`src/rtl/div_unit_pkg.sv`:
```
// rtl/div_unit_pkg.sv - shared state encodings, funct codes and sizing for the divider
package div_unit_pkg;

  localparam int DIV_WIDTH = 32;
  localparam int DIV_ITERS = 32;
  localparam int CNT_W     = $clog2(DIV_ITERS);

  localparam logic [5:0] FUNCT_DIV  = 6'b011010;
  localparam logic [5:0] FUNCT_DIVU = 6'b011011;

  typedef enum logic [1:0] {
    S_IDLE    = 2'd0,
    S_DIVZERO = 2'd1,
    S_BUSY    = 2'd2,
    S_DONE    = 2'd3
  } div_state_e;

endpackage

```
`src/rtl/div_unit_if.sv`:
```
// rtl/div_unit_if.sv - EX-stage to divider request/result bundle
interface div_unit_if;
  import div_unit_pkg::*;

  logic                     start;
  logic                     signed_div;
  logic                     annul;
  logic [DIV_WIDTH-1:0]     opdata1;
  logic [DIV_WIDTH-1:0]     opdata2;
  logic [2*DIV_WIDTH-1:0]   result;
  logic                     ready;
  logic                     stall;

  modport master (
    output start, signed_div, annul, opdata1, opdata2,
    input  result, ready, stall
  );

  modport slave (
    input  start, signed_div, annul, opdata1, opdata2,
    output result, ready, stall
  );

endinterface

```
`src/rtl/div_unit_step.sv`:
```
// rtl/div_unit_step.sv - one restoring radix-2 compare/subtract/shift step
module div_step
  import div_unit_pkg::*;
(
  input  logic [DIV_WIDTH:0]   i_rem,
  input  logic [DIV_WIDTH-1:0] i_quo,
  input  logic [DIV_WIDTH-1:0] i_divisor,
  output logic [DIV_WIDTH:0]   o_rem,
  output logic [DIV_WIDTH-1:0] o_quo
);

  logic [DIV_WIDTH+1:0] w_shift;
  logic [DIV_WIDTH+2:0] w_diff;

  // Extra guard bits so the borrow out of the trial subtract is always visible.
  assign w_shift = {i_rem, i_quo[DIV_WIDTH-1]};
  assign w_diff  = {1'b0, w_shift} - {3'b000, i_divisor};

  assign o_rem = w_diff[DIV_WIDTH+2] ? w_shift[DIV_WIDTH:0] : w_diff[DIV_WIDTH:0];
  assign o_quo = {i_quo[DIV_WIDTH-2:0], ~w_diff[DIV_WIDTH+2]};

endmodule

```
`src/rtl/div_unit.sv`:
```
// rtl/div_unit.sv - multi-cycle signed/unsigned 32-bit divider for HI/LO
// Optional DIV_ZERO_FAST_EN: zero divisor short-circuits through DIVZERO.
module div_unit
  import div_unit_pkg::*;
(
  input  logic       clk,
  input  logic       rst,
  div_unit_if.slave  bus
);

  localparam logic [CNT_W-1:0] ITER_LAST = CNT_W'(DIV_ITERS - 1);

  div_state_e             r_state;
  logic [CNT_W-1:0]       r_cnt;
  logic [DIV_WIDTH:0]     r_rem;
  logic [DIV_WIDTH-1:0]   r_quo;
  logic [DIV_WIDTH-1:0]   r_divisor;
  logic [DIV_WIDTH-1:0]   r_dividend;
  logic                   r_neg_q;
  logic                   r_neg_r;
  logic                   r_dz;
  logic [2*DIV_WIDTH-1:0] r_result;
  logic                   r_ready;

  logic                   w_a_neg;
  logic                   w_b_neg;
  logic [DIV_WIDTH-1:0]   w_a_mag;
  logic [DIV_WIDTH-1:0]   w_b_mag;
  logic                   w_b_zero;
  logic [DIV_WIDTH:0]     w_rem;
  logic [DIV_WIDTH-1:0]   w_quo;
  logic [DIV_WIDTH-1:0]   w_q_fix;
  logic [DIV_WIDTH-1:0]   w_r_fix;
  logic [2*DIV_WIDTH-1:0] w_dz_result;

  assign w_a_neg     = bus.signed_div & bus.opdata1[DIV_WIDTH-1];
  assign w_b_neg     = bus.signed_div & bus.opdata2[DIV_WIDTH-1];
  assign w_a_mag     = w_a_neg ? -bus.opdata1 : bus.opdata1;
  assign w_b_mag     = w_b_neg ? -bus.opdata2 : bus.opdata2;
  assign w_b_zero    = (bus.opdata2 == '0);
  assign w_dz_result = {r_dividend, {DIV_WIDTH{1'b1}}};

  div_step u_step (
    .i_rem     (r_rem),
    .i_quo     (r_quo),
    .i_divisor (r_divisor),
    .o_rem     (w_rem),
    .o_quo     (w_quo)
  );

  // Fix-up operates on the final step's outputs so the result lands on DONE entry.
  assign w_q_fix = r_neg_q ? -w_quo : w_quo;
  assign w_r_fix = r_neg_r ? -w_rem[DIV_WIDTH-1:0] : w_rem[DIV_WIDTH-1:0];

  always_ff @(posedge clk) begin
    if (rst) begin
      r_state    <= S_IDLE;
      r_cnt      <= '0;
      r_rem      <= '0;
      r_quo      <= '0;
      r_divisor  <= '0;
      r_dividend <= '0;
      r_neg_q    <= 1'b0;
      r_neg_r    <= 1'b0;
      r_dz       <= 1'b0;
      r_result   <= '0;
      r_ready    <= 1'b0;
    end else begin
      r_ready <= 1'b0;
      if (bus.annul) begin
        r_state <= S_IDLE;
      end else begin
        case (r_state)
          S_IDLE: begin
            if (bus.start) begin
              r_cnt      <= '0;
              r_rem      <= '0;
              r_quo      <= w_a_mag;
              r_divisor  <= w_b_mag;
              r_dividend <= bus.opdata1;
              r_neg_q    <= w_a_neg ^ w_b_neg;
              r_neg_r    <= w_a_neg;
              r_dz       <= w_b_zero;
`ifdef DIV_ZERO_FAST_EN
              r_state    <= w_b_zero ? S_DIVZERO : S_BUSY;
`else
              r_state    <= S_BUSY;
`endif
            end
          end
`ifdef DIV_ZERO_FAST_EN
          S_DIVZERO: begin
            r_result <= w_dz_result;
            r_ready  <= 1'b1;
            r_state  <= S_DONE;
          end
`endif
          S_BUSY: begin
            r_rem <= w_rem;
            r_quo <= w_quo;
            r_cnt <= r_cnt + 1'b1;
            if (r_cnt == ITER_LAST) begin
              r_result <= r_dz ? w_dz_result : {w_r_fix, w_q_fix};
              r_ready  <= 1'b1;
              r_state  <= S_DONE;
            end
          end
          S_DONE:  r_state <= S_IDLE;
          default: r_state <= S_IDLE;
        endcase
      end
    end
  end

  assign bus.result = r_result;
  assign bus.ready  = r_ready;
  assign bus.stall  = ((r_state == S_IDLE) & bus.start & ~bus.annul)
                    | (r_state == S_BUSY)
                    | (r_state == S_DIVZERO);

endmodule

```
`src/flat_wrapper.sv`:
```
// flat-port wrapper written by rule: the top's interface ports become plain ports
module div_unit_flat import div_unit_pkg::*;
  (clk, rst, bus_start, bus_signed_div, bus_annul, bus_opdata1, bus_opdata2, bus_result, bus_ready, bus_stall);
  div_unit_if bus_i ();
  input  logic clk;
  input  logic rst;
  input wire logic [$bits(bus_i.start)-1:0] bus_start;
  input wire logic [$bits(bus_i.signed_div)-1:0] bus_signed_div;
  input wire logic [$bits(bus_i.annul)-1:0] bus_annul;
  input wire logic [$bits(bus_i.opdata1)-1:0] bus_opdata1;
  input wire logic [$bits(bus_i.opdata2)-1:0] bus_opdata2;
  output wire logic [$bits(bus_i.result)-1:0] bus_result;
  output wire logic [$bits(bus_i.ready)-1:0] bus_ready;
  output wire logic [$bits(bus_i.stall)-1:0] bus_stall;
  assign bus_i.start = bus_start;
  assign bus_i.signed_div = bus_signed_div;
  assign bus_i.annul = bus_annul;
  assign bus_i.opdata1 = bus_opdata1;
  assign bus_i.opdata2 = bus_opdata2;
  assign bus_result = bus_i.result;
  assign bus_ready = bus_i.ready;
  assign bus_stall = bus_i.stall;
  div_unit u_core (.clk(clk), .rst(rst), .bus(bus_i));
endmodule
```
`config.mk`:
```
export PLATFORM = sky130hd
export DESIGN_NAME = div_unit_flat
export DESIGN_NICKNAME = d
export VERILOG_FILES = /design/src/rtl/div_unit_pkg.sv /design/src/rtl/div_unit_if.sv /design/src/rtl/div_unit_step.sv /design/src/rtl/div_unit.sv /design/src/flat_wrapper.sv
export SDC_FILE = /design/constraint.sdc
export NUM_CORES = 1
export LEC_CHECK = 0
export BUFFER_PORTS_ARGS = -buffer_cell sky130_fd_sc_hd__buf_4
export CAP_MARGIN = 30
export CELL_PAD_IN_SITES_DETAIL_PLACEMENT = 1
export CELL_PAD_IN_SITES_GLOBAL_PLACEMENT = 2
export CORE_UTILIZATION = 32
export DETAILED_ROUTE_END_ITERATION = 10
export PLACE_DENSITY_LB_ADDON = 0.1
export SLEW_MARGIN = 20
export SYNTH_ARGS = -nofsm -noshare
export SYNTH_HDL_FRONTEND = slang
export SYNTH_SLANG_ARGS = --single-unit
```
`constraint.sdc`:
```
create_clock -name clk -period 5.6 [get_ports clk]
set_input_delay 0.56 -clock clk [delete_from_list [all_inputs] [get_ports clk]]
set_output_delay 0.56 -clock clk [all_outputs]
set_load 0.05 [all_outputs]
```
==> results.toml <==
[status]
status = "finished, final reports clean"

[power]
power_density_nw_per_um2 = 277
leakagePower_uw = 0.00577
peakVddDrop_v = 0.000207

[clocking]
insertion_delay_ns = 0.58
cts_max_path_buffers = 3
cts_resized = 0
clk_pin_slew_worst_paths_ns = 0.06
cts_made_buffers = 27
cts_setup_buffers = 0
cts_tree = "built"
hold_buffers = 0
clockRootBuffer = "clkbuf_16"
h-tree-depth = 1
cts.sinks = 204

[floorplan]
num_rows = 73
dieArea_um2 = 41100
ios = 135
die_x_um = 203
start_util = 0.325
die_y_um = 203
core_area_um2 = 39700

[global_routing]
grt_pass1_vias = 12800
grt_usage = 0.227
grt_first_pass_wirelength_mm = 73.6
antenna_found_initial = 1
grt_remaining_overflow = 0
grt_max_degree = 107

[synthesis]
synth_edf_count = 0
synth_fp_nets = 1812
avgSynthCellArea_um2 = 7.57
synthArstFlopShare = 0
ys_ff_latch = 204
yosysSeqAreaShare = 0.317
synthCells = 1704
ys_warn_count = 0
yosys_most_used_dff = "dfxtp_1"
synth.distinct_cells = 82
syn_area_um2 = 12900

[setup_path]
cp_slowest_cell = "a2111oi_2"
crit_buf_inv = 1
crit_path_start = "u_core.r_divisor[25]$_SDFFE_PP0P_"
crit-reg2reg-launch = "u_core.r_divisor[25]$_SDFFE_PP0P_"
worst-endpoint-arrival_ns = 5.54
path_cells = "inv_1 > ha_1 > a21oi_1 > o21ai_1 > a2111oi_2 > o211a_2 > nand2_8 > o21ai_0 > ha_1 > nand2_1 > a2111o_1 > nor4_1 > mux2i_1 > a211oi_2 > nand4_1 > o41ai_1 > xor2_1 > a211oi_1"
path_max_fanout = 21
worstSetupEndpointType = "register"
critPathKind = "register to register"
required_ns = 6.09
path_delay_family = "compound AO/OA/AOI/OAI gates"
cpMostUsedCell = "ha_1"
start_kind = "register"
cpPeakStageDelay_ns = 0.44

[sta]
hold_viol = 0
fin_skew_ns = 0.0153
rsz0062_at_grt = "no"
layout_setup_ws_ns = 0.542
max_freq_mhz = 198
period_share = 0.903
tightestPinTransition_ns = 0.908
slew_violations = 0
setup_violations = 0
period_needed_ns = 5.06
setup-tns-final_ns = 0
timing.max_slew.rel_slack = 0.393

[placed_design]
place_hpwl_mm = 35.6
pre_cts_ws_ns = 0.422
port_buffers = 134
gp_congestion = 0.882

[final_layout]
fillers = 4889
drive_gt1_frac = 0.132
mostFrequentLayoutCells = "nand2_1 (236), dfxtp_1 (204), nor2_1 (165)"
final_common_cell = "nand2_1"
n_antenna_cell = 0
nNetsFinal = 1889
areaGrowthSynthToFinish_pct = 18.6

[drt]
final_antenna_net_count = 0
drcViolationCount = 0
wl_mm = 47.3
first_pass_iters = 5
vias = 12800
first_iter_violations = 543
viasPerCell = 5.49
drt-wirelength-per-cell_um = 20.3

[run]
cap_violations = 0

[min_path]
min_path_type = "primary input to register"
min-delay-start = "bus_opdata1[4]"
-- synthesized netlist by cell type (all sizes together), types with 4 or more instances --
master	number	area [um2]
mux2	4	45.0
o31a	5	43.8
a211o	4	43.8
and3	12	75.1
a21oi	145	729
nand3b	6	45.0
nand4	14	87.6
a2111oi	6	58.8
o21bai	5	37.5
mux2i	26	260
clkbuf	88	333
nor4	17	113
buf	22	105
o21ai	119	599
o21a	6	45.0
a22oi	31	233
or3	39	244
inv	57	216
o41ai	11	104
xor2	73	639
o211ai	16	120
o311ai	5	43.8
a22o	8	70.1
o22ai	5	31.3
nand2	237	906
nand2b	17	109
o31ai	24	180
a21boi	4	33.8
nor3b	4	30.0
a211oi	78	598
a311oi	11	96.3
and2	11	68.8
nor3	37	185
a31oi	8	50.1
or4	10	78.8
nor2	168	631
xnor2	51	447
dfxtp	204	4080
a21o	8	60.1
ha	38	475
o2111ai	4	35.0
nand3	25	125
-- through the flow --
step,cells,power [uW],hold WS (ns),instance area [um2],util
after floorplan,1704,2100,0.431,12900,-
after global placement,2275,2380,0.441,14300,0.360
after detailed placement,2276,2390,0.448,14300,0.361
after CTS,2325,4280,0.239,15300,0.385
after global routing,2326,4430,0.254,15300,0.385
final,2326,4240,0.263,15300,0.385
-- worst paths after layout --
check,end,slack [ns],cells past startpoint
hold reg to reg,u_core.r_dividend[7]$_SDFFE_PP0P_,0.45,2
setup reg to reg,u_core.bus.result[62]$_SDFFE_PP0P_,0.54,18
hold / removal,u_core.r_dividend[4]$_SDFFE_PP0P_,0.26,3
setup / recovery,u_core.bus.result[62]$_SDFFE_PP0P_,0.54,18
-- power breakdown --
group / switching (uW) / internal, uW / leakage [uW]
clock: 718 / 1160 / 0.000467
sequential: 37.0 / 1490 / 0.00166
combinational: 537 / 292 / 0.00365
-- logic make-up (layout without fill, tap and decap cells) --
family                     after synthesis  after routing  share of synthesized area
AOI/OAI and AO/OA                      527            527                      0.267
xor gates and xnor gates               124            124                     0.0842
adders and majority gates               39             39                     0.0384
buffers and inverters                  167            264                     0.0507
DFF                                    204            204                      0.317
muxes                                   30             30                     0.0237
and+or+nand+nor                        613            613                      0.219
-- area by class of cell --
type | instances | area [um2] | area share
Tap cell | 525 | 657 | 0.0429
Clock buffer | 34 | 732 | 0.0478
Multi-Input combinational cell | 1333 | 8190 | 0.535
Sequential cell | 204 | 4080 | 0.267
Clock inverter | 15 | 224 | 0.0146
Inverter | 57 | 216 | 0.0141
Timing Repair Buffer | 158 | 1200 | 0.0787
-- tightest hold or removal path: cells and delay by family --
family | cells | cell delay [ns]
buffers and inverters | 1 | 0.12
AND/OR/NAND/NOR | 1 | 0.05
AO/OA/AOI/OAI | 1 | 0.05
-- metal layers --
layer / global-route usage / vias up / wire length, um
li1: - / 6295 / -
met5: 0 / - / 0
met3: 0.0294 / 61 / 1830
met4: 0.0537 / 0 / 926
met1: 0.322 / 6201 / 23600
met2: 0.362 / 215 / 20900
-- flip-flops by register name (all words and copies together) (netlist names), 2 cells and up --
signal,cells
u_core.r_dividend,32
u_core.r_rem,33
u_core.r_divisor,32
u_core.r_cnt,5
u_core.bus.result,64
u_core.r_state,2
u_core.r_quo,32
Note: power is estimated with default switching activity, not from simulation.
